File: config.mk
export PLATFORM = sky130hd
export DESIGN_NAME = dmem_arbiter
export DESIGN_NICKNAME = d
export VERILOG_FILES = /design/src/rtl/dmem_arb_pkg.sv /design/src/rtl/dmem_arb_rsp.sv /design/src/rtl/dmem_arbiter.sv
export SDC_FILE = /design/constraint.sdc
export NUM_CORES = 1
export LEC_CHECK = 0
export BUFFER_PORTS_ARGS = -buffer_cell sky130_fd_sc_hd__buf_4
export CAP_MARGIN = 20
export CORE_AREA = 2 2 114 116
export DETAILED_ROUTE_END_ITERATION = 16
export DIE_AREA = 0 0 116 118
export PLACE_DENSITY_LB_ADDON = 0.08
export SYNTH_ARGS = -nofsm -noshare
export SYNTH_HDL_FRONTEND = slang
export SYNTH_HIERARCHICAL = 1
export SYNTH_SLANG_ARGS = --single-unit
File: constraint.sdc
create_clock -name clk -period 2 [get_ports clk]
set_clock_uncertainty 0.1 [all_clocks]
set_input_delay 0.1 -clock clk [delete_from_list [all_inputs] [get_ports clk]]
set_output_delay 0.1 -clock clk [all_outputs]
set_load 0.01 [all_outputs]
File: src/rtl/dmem_arb_pkg.sv
// Shared constants and types for the two-port data-memory arbiter.
// Holds port ids, lane-enable encodings and the response-register record.
package dmem_arb_pkg;

  localparam logic       PORT_CPU   = 1'b0;
  localparam logic       PORT_DBG   = 1'b1;
  localparam int         ADDR_W_DEF = 10;

  localparam logic [3:0] BE_WORD    = 4'b1111;
  localparam logic [3:0] BE_HALF_LO = 4'b0011;
  localparam logic [3:0] BE_HALF_HI = 4'b1100;

  typedef struct packed {
    logic valid;
    logic port;
    logic is_read;
    logic err;
  } rsp_t;

  // Any set bit above the word-index field marks the access as out of range.
  function automatic logic addr_oor(input logic [31:0] addr, input int unsigned aw);
    return (addr >> (aw + 32'd2)) != 32'd0;
  endfunction

endpackage

File: src/rtl/dmem_arb_rsp.sv
// One-entry response register plus steering of rvalid/rdata/err to the
// port that was granted in the previous cycle.
module dmem_arb_rsp
  import dmem_arb_pkg::*;
(
  input  logic        clk,
  input  logic        rst,
  input  logic        issue_i,
  input  logic        port_i,
  input  logic        we_i,
  input  logic        oor_i,
  input  logic [31:0] mem_rdata_i,
  output logic        rvalid0_o,
  output logic        rvalid1_o,
  output logic [31:0] rdata0_o,
  output logic [31:0] rdata1_o,
  output logic        err0_o,
  output logic        err1_o
);

  rsp_t        rsp_d;
  rsp_t        rsp_q;
  logic [31:0] data_s;

  // Capture the response owed for this cycle's grant; an in-range write owes none.
  always_comb begin
    rsp_d = '0;
    if (issue_i) begin
      rsp_d.valid   = oor_i | ~we_i;
      rsp_d.port    = port_i;
      rsp_d.is_read = ~we_i;
      rsp_d.err     = oor_i;
    end else begin
      rsp_d = '0;
    end
  end

  // Response register; reset drops any response still in flight.
  always_ff @(posedge clk or posedge rst) begin
    if (rst) begin
      rsp_q <= '0;
    end else begin
      rsp_q <= rsp_d;
    end
  end

  // Steer the response to its port; everything reads as zero outside rvalid.
  always_comb begin
    rvalid0_o = 1'b0;
    rvalid1_o = 1'b0;
    rdata0_o  = 32'd0;
    rdata1_o  = 32'd0;
    err0_o    = 1'b0;
    err1_o    = 1'b0;
    data_s    = (rsp_q.is_read && !rsp_q.err) ? mem_rdata_i : 32'd0;
    if (rsp_q.valid && !rst) begin
      if (rsp_q.port == PORT_DBG) begin
        rvalid1_o = 1'b1;
        rdata1_o  = data_s;
        err1_o    = rsp_q.err;
      end else begin
        rvalid0_o = 1'b1;
        rdata0_o  = data_s;
        err0_o    = rsp_q.err;
      end
    end else begin
      rvalid0_o = 1'b0;
      rvalid1_o = 1'b0;
    end
  end

endmodule

File: src/rtl/dmem_arbiter.sv
// Two-port data-memory arbiter: CPU has priority, the debug port is
// guaranteed a slot after STARVE_MAX consecutive CPU wins.
module dmem_arbiter
  import dmem_arb_pkg::*;
#(
  parameter int ADDR_W     = ADDR_W_DEF,
  parameter int STARVE_MAX = 4
) (
  input  logic              clk,
  input  logic              rst,
  input  logic              req0,
  input  logic              we0,
  input  logic [31:0]       addr0,
  input  logic [3:0]        be0,
  input  logic [31:0]       wdata0,
  input  logic              req1,
  input  logic              we1,
  input  logic [31:0]       addr1,
  input  logic [3:0]        be1,
  input  logic [31:0]       wdata1,
  output logic              gnt0,
  output logic              gnt1,
  output logic              rvalid0,
  output logic              rvalid1,
  output logic [31:0]       rdata0,
  output logic [31:0]       rdata1,
  output logic              err0,
  output logic              err1,
  output logic              cpu_stall,
  output logic              mem_en,
  output logic              mem_we,
  output logic [ADDR_W-1:0] mem_addr,
  output logic [3:0]        mem_be,
  output logic [31:0]       mem_wdata,
  input  logic [31:0]       mem_rdata
);

  localparam int CW = $clog2(STARVE_MAX + 2);

  logic [CW-1:0] starve_d;
  logic [CW-1:0] starve_q;
  logic          starved_s;
  logic          gnt0_s;
  logic          gnt1_s;
  logic          issue_s;
  logic          sel_port_s;
  logic          sel_we_s;
  logic          sel_oor_s;
  logic [31:0]   sel_addr_s;
  logic [31:0]   sel_wdata_s;
  logic [3:0]    sel_be_s;

  assign starved_s = (starve_q == CW'(STARVE_MAX));

  // Fixed priority to the CPU, overridden once the debug port has waited long enough.
  always_comb begin
    gnt0_s = 1'b0;
    gnt1_s = 1'b0;
    if (rst) begin
      gnt0_s = 1'b0;
      gnt1_s = 1'b0;
    end else if (req0 && req1) begin
      gnt0_s = ~starved_s;
      gnt1_s = starved_s;
    end else if (req0) begin
      gnt0_s = 1'b1;
    end else if (req1) begin
      gnt1_s = 1'b1;
    end else begin
      gnt0_s = 1'b0;
      gnt1_s = 1'b0;
    end
  end

  // Count CPU wins while debug waits; saturation is defensive since the limit forces a debug grant.
  always_comb begin
    starve_d = starve_q;
    if (gnt1_s || !req1) begin
      starve_d = '0;
    end else if (gnt0_s && !starved_s) begin
      starve_d = starve_q + CW'(1);
    end else begin
      starve_d = starve_q;
    end
  end

  // Starvation counter register.
  always_ff @(posedge clk or posedge rst) begin
    if (rst) begin
      starve_q <= '0;
    end else begin
      starve_q <= starve_d;
    end
  end

  // Select the granted port's access fields.
  always_comb begin
    issue_s     = gnt0_s | gnt1_s;
    sel_port_s  = gnt1_s ? PORT_DBG : PORT_CPU;
    sel_we_s    = gnt1_s ? we1 : we0;
    sel_addr_s  = gnt1_s ? addr1 : addr0;
    sel_be_s    = gnt1_s ? be1 : be0;
    sel_wdata_s = gnt1_s ? wdata1 : wdata0;
    sel_oor_s   = addr_oor(sel_addr_s, ADDR_W);
  end

  // Drive the memory only for in-range grants; out-of-range grants leave it idle.
  always_comb begin
    mem_en    = 1'b0;
    mem_we    = 1'b0;
    mem_addr  = '0;
    mem_be    = 4'b0000;
    mem_wdata = 32'd0;
    if (issue_s && !sel_oor_s) begin
      mem_en    = 1'b1;
      mem_we    = sel_we_s;
      mem_addr  = ADDR_W'(sel_addr_s >> 2);
      mem_be    = sel_be_s;
      mem_wdata = sel_wdata_s;
    end else begin
      mem_en    = 1'b0;
    end
  end

  assign gnt0      = gnt0_s;
  assign gnt1      = gnt1_s;
  assign cpu_stall = req0 & ~gnt0_s;

  dmem_arb_rsp u_rsp (
    .clk         (clk),
    .rst         (rst),
    .issue_i     (issue_s),
    .port_i      (sel_port_s),
    .we_i        (sel_we_s),
    .oor_i       (sel_oor_s),
    .mem_rdata_i (mem_rdata),
    .rvalid0_o   (rvalid0),
    .rvalid1_o   (rvalid1),
    .rdata0_o    (rdata0),
    .rdata1_o    (rdata1),
    .err0_o      (err0),
    .err1_o      (err1)
  );

endmodule

-- After elaboration in Yosys (flattened, before gate mapping)
Cells that the tools add are included.
- bits in registers: 7
- bits of input ports: 174
- output and inout port bits: 119
- logic and storage cells: 59
- $add $sub $neg: 1
- equal/unequal tests: 1
- muxes and demuxes: 33
- bitwise logic cells: 6
- reduce and logical (&&, ||, !) cells: 13
- operator list (operator ; number):
    32-bit 2-to-1 mux ; 8
    32-bit nonzero test ; 1
    1-bit 2-to-1 mux ; 19
    4-bit 2-to-1 mux ; 3
    10-bit 2-to-1 mux ; 1
    3-bit 2-to-1 mux ; 2
    1-bit logical AND ; 5
    1-bit logical NOT ; 5
    3-bit by 1-bit adder with 3-bit output, second input constant ; 1
    3-bit == test, second input constant ; 1
    1-bit NOT ; 3
    1-bit OR ; 2
    2-bit nonzero test ; 1
    1-bit bitwise AND ; 1
    1-bit logical OR ; 1

-- Logic depth before layout (Yosys ltp)
- depth after elaboration: 9
- mapped depth: 9
- mapped depth without buffers: 7

-- Cells and area by module
Netlist, hierarchy kept.
- by module, submodules not included (module ; instances ; cells an instance ; area each (um2) ; seq. area each (um2)):
    dmem_arbiter ; 1 ; 153 ; 1171.1 ; 75.1
    dmem_arb_rsp ; 1 ; 123 ; 676.9 ; 100.1

-- Worst setup path after synthesis
OpenSTA, ideal clock, no wires.
- kind: flip-flop to output port
- start point: register starve_q[0]
- end point: output port mem_wdata[18]
- arrival time: 1.962 ns
- setup slack: -0.162 ns
- stages on the path, launching flop included: 10
- cells stage by stage: dfrtp_1 > inv_1 > ha_1 > a21boi_0 > o211ai_1 > o2bb2a_1 > buf_2 > buf_6 > buf_6 > nor3_2
- word-level cells in the longest chain between the ends: 8
- elaborated cells on any way between the ends: 13
- classes of those cells: eq/ne (1); mux (7); bitwise (2); reduce/logical (3)
- ends and longest elaborated chain (item ; RTL line ; source):
    start: declaration ; dmem_arbiter.sv:41 ; logic [CW-1:0] starve_q;
    start signal: assignment ; dmem_arbiter.sv:92 ; starve_q <= starve_d;
    3-bit == test * ; dmem_arbiter.sv:53 ; assign starved_s = (starve_q == CW'(STARVE_MAX));
    1-bit 2-to-1 mux ; dmem_arbiter.sv:62 ; end else if (req0 && req1) begin
    1-bit 2-to-1 mux ; dmem_arbiter.sv:59 ; if (rst) begin
    32-bit 2-to-1 mux ; dmem_arbiter.sv:101 ; sel_addr_s = gnt1_s ? addr1 : addr0;
    32-bit nonzero test ; dmem_arb_pkg.sv:22 ; return (addr >> (aw + 32'd2)) != 32'd0;
    1-bit logical NOT ; dmem_arbiter.sv:114 ; if (issue_s && !sel_oor_s) begin
    1-bit logical AND ; dmem_arbiter.sv:114 ;
    32-bit 2-to-1 mux * ; dmem_arbiter.sv:114 ;
    end: declaration ; dmem_arbiter.sv:34 ; output logic [31:0] mem_wdata,
Every way passes the cells marked *; elsewhere a longest branch is shown, timed or not.

-- Worst setup path after layout
- start point: register starve_q[0]
- end point: output port mem_wdata[27]
The elaborated chain is that of the path after synthesis.

==> flow_metrics.env <==
export IMPL_netlist_area_um2=1850
export IMPL_cts_tree="done"
export IMPL_grt_max_degree=50
export IMPL_design_core_area_um2=12400
export IMPL_numCtsBuffers=3
export IMPL_fmax_mhz=471
export IMPL_port_buffers=288
export IMPL_yosys_warnings=6
export IMPL_wl_per_cell_um=13.9
export IMPL_final_cells=741
export IMPL_yosys_area_top_type_share=0.249
export IMPL_setup_ws_ps=-124
export IMPL_internal_power_mw=0.749
export IMPL_hpwl_um=7830
export IMPL_finalInstanceArea_um2=4820
export IMPL_cts_sinks=7
export IMPL_cp_arrival_ps=1920
export IMPL_gp_congestion=0.770
export IMPL_placedCellCount=724
export IMPL_hold_path_class="input pin to flop"
export IMPL_drv_cap=0
export IMPL_drive_gt1_frac=0.657
export IMPL_synth_compound_area_share=0.0399
export IMPL_pwr_share_clk=0.321
export IMPL_ff2ff_setup_slack_ps=150
export IMPL_critPathKind="flop to output port"
export IMPL_sw_frac_of_total=0.269
export IMPL_pre_cts_slack_ps=-73.9
export IMPL_seqPwrFrac=0.149
export IMPL_period_share=1.06
export IMPL_first_iter_violations=51
export IMPL_gr_usage_all_layers=0.129
export IMPL_finalCriticalPeriod_ps=2120
export IMPL_setup_viol=48
export IMPL_h_tree_depth=1
export IMPL_holdWs_ps=68.3
export IMPL_synth_nets=452
export IMPL_synthTopCellsByArea="mux2i_1 (25%), nor2_1 (13%), nand2b_1 (12%)"
export IMPL_p_per_area_nw_per_um2=213
export IMPL_dr_pass1_iters=4
export IMPL_pwr_share_comb=0.530
export IMPL_synth_seq_cells=7
export IMPL_clk_pin_slew_worst_paths_ps=30
export IMPL_vias=3101
export IMPL_critPathCapture="mem_wdata[27]"
export IMPL_fillerInstances=1322
export IMPL_post_route_drc_count=0
export IMPL_synth_area_per_cell_um2=6.70
export IMPL_worstSetupEndpointType="output port"
export IMPL_setup_tns_ps=-4100
export IMPL_timing_rr_end="u_rsp/rsp_q[0]$_DFF_PP0_"
export IMPL_fp_row_count=41
export IMPL_synth_area_leader_cell="mux2i_1"
export IMPL_cp_startpoint="starve_q[0]$_DFFE_PP0P_"
export IMPL_final_core_util=0.388
export IMPL_antenna_found_initial=0
export IMPL_area_growth_pct=161
export IMPL_path_max_fanout=19
export IMPL_status="finished with violations"
export IMPL_grt_pass1_vias=3025
export IMPL_violations="setup timing"
export IMPL_synth_fa_ha_area_frac=0.0135
export IMPL_synth_mux_area_fraction=0.255
export IMPL_synth_top_family_by_area="simple AND/OR/NAND/NOR gates"
export IMPL_nNetsFinal=746
export IMPL_vdd_drop_max_v=0.000170
export IMPL_die_area_um2=13700
export IMPL_total_power_mw=1.03
export IMPL_post_dp_cell_area_um2=4270
export IMPL_reg2reg_depth=8
export IMPL_synth_xor_area_frac=0
export IMPL_relSlewSlack=0.763
export IMPL_initial_core_util=0.149
export IMPL_p_sw_mw=0.276
export IMPL_reg2reg_from="starve_q[0]$_DFFE_PP0P_"
export IMPL_dieWidth_um=116
export IMPL_antenna_cells=0
export IMPL_synth_cells=276
export IMPL_num_io_pins=293
export IMPL_cp_start_kind="flop"
export IMPL_cts_max_path_buffers=2
export IMPL_yosysUniqueCellTypes=33
export IMPL_leakagePower_nw=2.24
export IMPL_clk_latency_ps=230
export IMPL_grt_remaining_overflow=0
export IMPL_detail_route_antenna_nets=0
export IMPL_crit_required_ps=1800
export IMPL_slew_viol_final=0
export IMPL_root_buffer="clkbuf_16"
export IMPL_wl_um=10300
export IMPL_yosysSeqAreaShare=0.0948
export IMPL_hold_viol=0
export IMPL_rsz0062_at_grt="yes"
export IMPL_grt_first_pass_wirelength_um=14600
export IMPL_worst_pin_slew_ps=356
export IMPL_die_y_um=118
export IMPL_avgViaCountPerCell=4.18
export IMPL_synthSimpleGateAreaFrac=0.510
-- placed cells by master (no fill, tap or decap), types with 5 or more instances in the layout --
cell / n
dfrtp_1: 7
buf_4: 297
buf_12: 5
nor2_1: 65
buf_6: 6
clkbuf_16: 6
mux2i_1: 43
nor3_2: 40
nor4_1: 8
nand2b_1: 34
-- layer usage --
| metal | GRT usage | vias up | part of all wire |
|---|---|---|---|
| met4 | 0.0246 | 0 | 0.0075 |
| met3 | 0.0304 | 4 | 0.11 |
| met1 | 0.130 | 1376 | 0.34 |
| li1 | - | 1539 | - |
| met5 | 0 | - | 0 |
| met2 | 0.262 | 182 | 0.54 |
-- Yosys cell counts --
cell / count
or3b_2: 1
inv_1: 6
ha_1: 2
mux2i_1: 46
nand2b_1: 34
nor3b_1: 4
nor2b_1: 3
and2_1: 3
a211oi_1: 1
o21ai_1: 1
o2bb2a_1: 1
mux2_2: 1
nand2_1: 3
a21oi_1: 1
a31oi_1: 1
clkbuf_1: 7
o21ai_0: 2
nand4b_1: 1
nor3_2: 10
and3_1: 2
or4_1: 2
nand4bb_1: 1
nor3_1: 37
nor4_1: 9
nor2_1: 66
buf_4: 2
buf_1: 1
buf_6: 2
o211ai_1: 1
a21boi_0: 3
buf_2: 14
dfrtp_1: 7
nand3_1: 1
-- critical path: stages, from the launching register on --
cell	delay [ps]
dfrtp_1	350
inv_2	50
ha_4	160
a21boi_4	200
o211ai_1	130
o2bb2a_4	280
buf_12	180
nor3_4	190
buf_6	130
-- final cells by class --
type | instances | area, um^2 | area share
Sequential cell | 7 | 175 | 0.0363
Multi-Input combinational cell | 237 | 1800 | 0.372
Tap cell | 172 | 215 | 0.0446
Inverter | 6 | 22.5 | 0.00467
Timing Repair Buffer | 315 | 2530 | 0.526
Clock buffer | 4 | 78.8 | 0.0163
-- registers in the layout (all words and copies together), names as in the netlist --
signal       cells
starve_q         3
u_rsp/rsp_q      4
-- power by group through the flow --
stage	Sequential (mW)	Clock, mW	Combinational (mW)
floorplan	0.154	0	0.170
global placement	0.154	0	0.480
detailed placement	0.154	0	0.488
CTS	0.152	0.336	0.515
global route	0.154	0.346	0.588
finish	0.153	0.329	0.544
-- kinds of logic (layout without fill, tap and decap cells) --
| group | after synthesis | after routing |
|---|---|---|
| and+or+nand+nor | 177 | 177 |
| AOI/OAI and AO/OA | 11 | 11 |
| buffers and inverters | 32 | 325 |
| adders and majority gates | 2 | 2 |
| muxes | 47 | 47 |
| DFF | 7 | 7 |
-- worst min-delay path by stage --
stage / depth (start not counted) / to / startpoint / slack [ps]
after global routing: 3 / u_rsp/rsp_q[1]$_DFF_PP0_ / we1 / 80
after floorplan: 1 / starve_q[0]$_DFFE_PP0P_ / rst / -240
after detailed placement: 3 / u_rsp/rsp_q[2]$_DFF_PP0_ / rst / 210
after CTS: 3 / u_rsp/rsp_q[1]$_DFF_PP0_ / we1 / 70
after global placement: 3 / u_rsp/rsp_q[2]$_DFF_PP0_ / rst / 200
final: 2 / starve_q[1]$_DFFE_PP0P_ / req1 / 70
-- what timing repair did --
action,4_1_cts,5_1_grt
endpoints found under the setup margin,48,48
pin swaps,4,7
gates cloned,1,4
gates resized for setup,36,23
hold buffers,2,0
setup buffers,4,2
endpoints found under the hold margin,7,0
No activity file was read; power rests on OpenSTA's default activity.
